**src/rtl/piso_pkg.sv**
```systemverilog
// Shared types and helpers for the piso_serializer block.
// Optional feature macro used by the block: PISO_SERIALIZER_PARITY_EN.
package piso_pkg;

    typedef enum logic [0:0] {
        IDLE  = 1'b0,
        SHIFT = 1'b1
    } state_e;

    // Beat counter width: wide enough to hold width_p, so a trailing parity beat fits.
    function automatic int unsigned cnt_width(input int unsigned w);
        return $clog2(w + 1);
    endfunction

endpackage

```
**src/rtl/piso_beat_counter.sv**
```systemverilog
// Beat counter for piso_serializer: counts accepted beats and flags the final one.
module piso_beat_counter
    import piso_pkg::*;
#(
    parameter int unsigned max_p   = 7,
    parameter int unsigned cnt_w_p = cnt_width(max_p)
) (
    input  logic               clk_i,
    input  logic               reset_i,
    input  logic               clear_i,
    input  logic               up_i,
    output logic [cnt_w_p-1:0] count_o,
    output logic               last_o
);

    localparam logic [cnt_w_p-1:0] max_lp = cnt_w_p'(max_p);

    logic [cnt_w_p-1:0] count_q;
    logic [cnt_w_p-1:0] count_d;

    // Next count: clear has priority, and the count saturates at max_p.
    always_comb begin
        count_d = count_q;
        if (clear_i) begin
            count_d = '0;
        end else if (up_i && (count_q != max_lp)) begin
            count_d = count_q + 1'b1;
        end
    end

    // Count register with asynchronous reset.
    always_ff @(posedge clk_i or posedge reset_i) begin
        if (reset_i) begin
            count_q <= '0;
        end else begin
            count_q <= count_d;
        end
    end

    assign count_o = count_q;
    assign last_o  = (count_q == max_lp);

endmodule

```
**src/rtl/piso_serializer.sv**
```systemverilog
// Parallel-in, serial-out transmitter with valid/ready on both sides.
// Optional macro PISO_SERIALIZER_PARITY_EN appends an even-parity beat to each word.
// Note: ready_o depends combinationally on ready_i, which allows a new word to
// load on the same edge that the final beat of the previous word is taken.
module piso_serializer
    import piso_pkg::*;
#(
    parameter int unsigned width_p     = 8,
    parameter logic        lsb_first_p = 1'b1
) (
    input  logic               clk_i,
    input  logic               reset_i,
    input  logic               valid_i,
    input  logic [width_p-1:0] data_i,
    output logic               ready_o,
    output logic               valid_o,
    output logic               data_o,
    output logic               last_o,
    input  logic               ready_i
);

`ifdef PISO_SERIALIZER_PARITY_EN
    localparam int unsigned beats_lp = width_p + 1;
`else
    localparam int unsigned beats_lp = width_p;
`endif
    localparam int unsigned cnt_w_lp = cnt_width(width_p);

    state_e             state_q, state_d;
    logic [width_p-1:0] shreg_q, shreg_d;
`ifdef PISO_SERIALIZER_PARITY_EN
    logic               parity_q, parity_d;
`endif

    logic                cnt_clear;
    logic                cnt_up;
    logic                cnt_last;
    logic [cnt_w_lp-1:0] cnt_value;
    logic                in_shift;
    logic                head_bit;
    logic [width_p-1:0]  shifted;
    logic                accept;

    piso_beat_counter #(
        .max_p   (beats_lp - 1),
        .cnt_w_p (cnt_w_lp)
    ) u_beat_counter (
        .clk_i   (clk_i),
        .reset_i (reset_i),
        .clear_i (cnt_clear),
        .up_i    (cnt_up),
        .count_o (cnt_value),
        .last_o  (cnt_last)
    );

    assign in_shift = (state_q == SHIFT);
    assign head_bit = lsb_first_p ? shreg_q[0] : shreg_q[width_p-1];
    assign shifted  = lsb_first_p ? {1'b0, shreg_q[width_p-1:1]}
                                  : {shreg_q[width_p-2:0], 1'b0};

    assign valid_o = in_shift;
    assign last_o  = in_shift & cnt_last;
`ifdef PISO_SERIALIZER_PARITY_EN
    assign data_o  = in_shift & (cnt_last ? parity_q : head_bit);
`else
    assign data_o  = in_shift & head_bit;
`endif
    assign ready_o = (state_q == IDLE) | (last_o & ready_i);
    assign accept  = valid_i & ready_o;

    // Next-state, shift and counter control; all defaults hold the current word.
    always_comb begin
        state_d   = state_q;
        shreg_d   = shreg_q;
`ifdef PISO_SERIALIZER_PARITY_EN
        parity_d  = parity_q;
`endif
        cnt_clear = 1'b0;
        cnt_up    = 1'b0;
        case (state_q)
            IDLE: begin
                if (accept) begin
                    shreg_d   = data_i;
`ifdef PISO_SERIALIZER_PARITY_EN
                    parity_d  = 1'b0;
`endif
                    cnt_clear = 1'b1;
                    state_d   = SHIFT;
                end
            end
            SHIFT: begin
                if (ready_i) begin
                    if (cnt_last) begin
                        cnt_clear = 1'b1;
                        if (accept) begin
                            shreg_d  = data_i;
`ifdef PISO_SERIALIZER_PARITY_EN
                            parity_d = 1'b0;
`endif
                        end else begin
                            state_d = IDLE;
                        end
                    end else begin
                        shreg_d  = shifted;
                        cnt_up   = 1'b1;
`ifdef PISO_SERIALIZER_PARITY_EN
                        parity_d = parity_q ^ head_bit;
`endif
                    end
                end
            end
            default: state_d = IDLE;
        endcase
    end

    // State, shift register and parity registers with asynchronous reset.
    always_ff @(posedge clk_i or posedge reset_i) begin
        if (reset_i) begin
            state_q  <= IDLE;
            shreg_q  <= '0;
`ifdef PISO_SERIALIZER_PARITY_EN
            parity_q <= 1'b0;
`endif
        end else begin
            state_q  <= state_d;
            shreg_q  <= shreg_d;
`ifdef PISO_SERIALIZER_PARITY_EN
            parity_q <= parity_d;
`endif
        end
    end

endmodule

```
**config.mk**
```make
export PLATFORM = sky130hd
export DESIGN_NAME = piso_serializer
export DESIGN_NICKNAME = d
export VERILOG_FILES = /design/src/rtl/piso_pkg.sv /design/src/rtl/piso_beat_counter.sv /design/src/rtl/piso_serializer.sv
export SDC_FILE = /design/constraint.sdc
export NUM_CORES = 1
export LEC_CHECK = 0
export ABC_AREA = 1
export CAP_MARGIN = 15
export CORE_MARGIN = 4
export CORE_UTILIZATION = 35
export DETAILED_ROUTE_END_ITERATION = 10
export SYNTH_ARGS = -nofsm -noshare
export SYNTH_HDL_FRONTEND = slang
export SYNTH_SLANG_ARGS = --single-unit
```
**constraint.sdc**
```tcl
create_clock -name clk_i -period 1.23 [get_ports clk_i]
set_input_delay 0.1845 -clock clk_i [delete_from_list [all_inputs] [get_ports clk_i]]
set_output_delay 0.1845 -clock clk_i [all_outputs]
set_load 0.1 [all_outputs]
```
==> results.json <==
{
  "status": "finished with violations",
  "violations": "setup timing",
  "slowest_stage": "dfrtp_1",
  "cts_htree_levels": 1,
  "max-cap-violations": 0,
  "busiest_layer": "met2",
  "grt_max_degree": 14,
  "drive_gt1_frac": 0.322,
  "clock.fmax_mhz": 661,
  "critPathCaptureType": "output port",
  "insertion_delay_ps": 280,
  "antenna_cells": 0,
  "worst_pin_slew_ps": 183,
  "dieArea_um2": 2910,
  "wl_um": 1730,
  "reg2reg_setup_slack_ps": -240,
  "final_cell_mix": "nand3_1, buf_4, dfrtp_1, clkdlybuf4s50_1, nand2_1",
  "dp.final_hpwl_um": 1300,
  "power_mw": 1.86,
  "setup_slack_ps": -282,
  "fillCellCount": 165,
  "cp_max_fo": 3,
  "met1_usage": 0.176,
  "cts_buffer_depth": 2,
  "die_w_um": 54.0,
  "power_density_nw_per_um2": 1550,
  "slowest_delay_ps": 400,
  "cts_tree": "done",
  "synth_seq_area_share": 0.440,
  "drt_iter0_markers": 9,
  "nets": 135,
  "final_common_cell": "nand3_1",
  "dieHeight_um": 54.0,
  "hold_class": "primary input to async pin",
  "slew_headroom": 0.877,
  "grt_pass1_vias": 632,
  "wire_per_inst_um": 11.7,
  "netlist-cell-type-count": 19,
  "ios": 16,
  "synth_cells": 88,
  "yosys_warnings": 0,
  "multi_input_area_um2": 428,
  "gr-total-overflow": 0,
  "globalplace.congestion": 0.798,
  "seq_area_um2": 329,
  "syn_avg_cell_area_um2": 8.40,
  "cts.sinks": 13,
  "cp_data_required_time_ps": 1050,
  "num_vias": 711,
  "drc": 0,
  "numCtsBuffers": 3,
  "antenna_left": 0,
  "grtUsageTotal": 0.141,
  "finalCritPeriodShare": 1.23,
  "portBuffers": 15,
  "start_util": 0.373,
  "cts.clk_slew.worst_paths_ps": 80,
  "syn_nets": 101,
  "crit_type": "register to output port",
  "synthToLayoutAreaGrowth_pct": 62.4,
  "crit_buf_inv": 1,
  "grt.met3_usage": 0.0332,
  "netlist_area_um2": 739,
  "rows": 16,
  "rsz0062_at_grt": "true",
  "path_cells": "ha_4 > nand3_4 > o21ai_4 > buf_12",
  "utilization": 0.606,
  "hold_viol": 0,
  "first_pass_iters": 4,
  "via_per_inst": 4.80,
  "skew_ps": 1.74,
  "antenna_found_initial": 0,
  "p_leak_nw": 0.562,
  "critPathArrivalTime_ps": 1330,
  "startpoint_type": "register",
  "synth_seq_cells": 13,
  "slew_viol_final": 0,
  "fin_crit_ps": 1510,
  "core_um2": 1980,
  "crit_family": "flip-flops",
  "grt_pass1_wl_um": 2800,
  "setup_viol": 16,
  "root_buffer": "clkbuf_4",
  "peakVddDrop_uv": 769,
  "use_met2": 0.216
}
[power breakdown]
part	switching, mW	total [mW]	leakage, nW	internal (mW)
logic	0.514	0.933	0.384	0.419
registers	0.103	0.658	0.163	0.555
clock network	0.143	0.269	0.0150	0.126
[kinds of logic (layout without fill, tap and decap cells)]
| family | after synthesis | count (layout) | synth area share |
|---|---|---|---|
| compound gates | 4 | 4 | 0.0321 |
| buf+inv | 12 | 45 | 0.0914 |
| fa+ha+maj | 1 | 1 | 0.0169 |
| simple gates | 58 | 58 | 0.420 |
| flops | 13 | 13 | 0.440 |
[per-stage QoR]
step,cells,cell area [µm²],hold slack [ps],worst slack (ps),TNS [ps]
final,148,1200,215,-282,-2870
after global placement,138,1080,495,-82.2,-753
after floorplan,88,796,61.5,-305,-1160
after global routing,148,1200,218,-345,-3850
after CTS,146,1160,214,-300,-1870
after detailed placement,138,1080,505,-108,-914
[tightest hold or removal path: stages]
cell	delay, ps
clkdlybuf4s50_1	410
inv_1	60
buf_4	210
[area by class of cell]
class	instances	share of cell area
repair buffers	31	0.281
clock buffers	4	0.0219
flip-flops and latches	13	0.274
inverters	10	0.0385
multi-input cells	63	0.356
well taps	27	0.0281
[what timing repair did]
item | CTS | global route
endpoints found under the hold margin | 0 | 0
setup endpoints to repair | 16 | 16
hold buffers | 0 | 0
setup buffers | 4 | 2
pin swaps | 4 | 1
resized for setup | 5 | 5
[path summary, 6_finish.rpt]
kind / cells past startpoint / to / from
hold reg to reg: 2 / shreg_q[5] / shreg_q[5]
min in group clk_i: 3 / shreg_q[7] / data_i[7]
max in group asynchronous: 3 / valid_o / reset_i
hold / removal: 3 / u_beat_counter.count_o[0] / reset_i
setup reg to reg: 8 / shreg_q[5] / u_beat_counter.count_o[1]
setup / recovery: 4 / ready_o / u_beat_counter.count_o[1]
[cells in the mapped netlist]
library cell / number / share of area
dfrtp_1: 13 / 0.44
nor2_1: 7 / 0.036
nand3b_1: 1 / 0.010
a21oi_1: 1 / 0.0068
o21ai_2: 1 / 0.012
nand3_4: 1 / 0.024
o21ai_0: 1 / 0.0068
nand3_1: 25 / 0.17
o21ai_1: 1 / 0.0068
ha_1: 1 / 0.017
nand3_2: 1 / 0.014
nand4_1: 6 / 0.051
inv_1: 9 / 0.046
clkinv_4: 1 / 0.012
nand2_2: 3 / 0.025
clkbuf_8: 1 / 0.019
nand2_1: 12 / 0.061
buf_6: 1 / 0.015
nand2_4: 2 / 0.030
[state kept, by name, indices dropped and copies added (netlist names)]
signal                  cells
shreg_q                     8
u_beat_counter.count_o      4
valid_o                     1
[per-layer routing]
| layer | wire length, µm | up-vias |
|---|---|---|
| met5 | 0 | - |
| met4 | 34 | 0 |
| met3 | 50 | 4 |
| met2 | 855 | 13 |
| met1 | 784 | 328 |
| li1 | - | 366 |
Note: power is estimated with default switching activity, not from simulation.
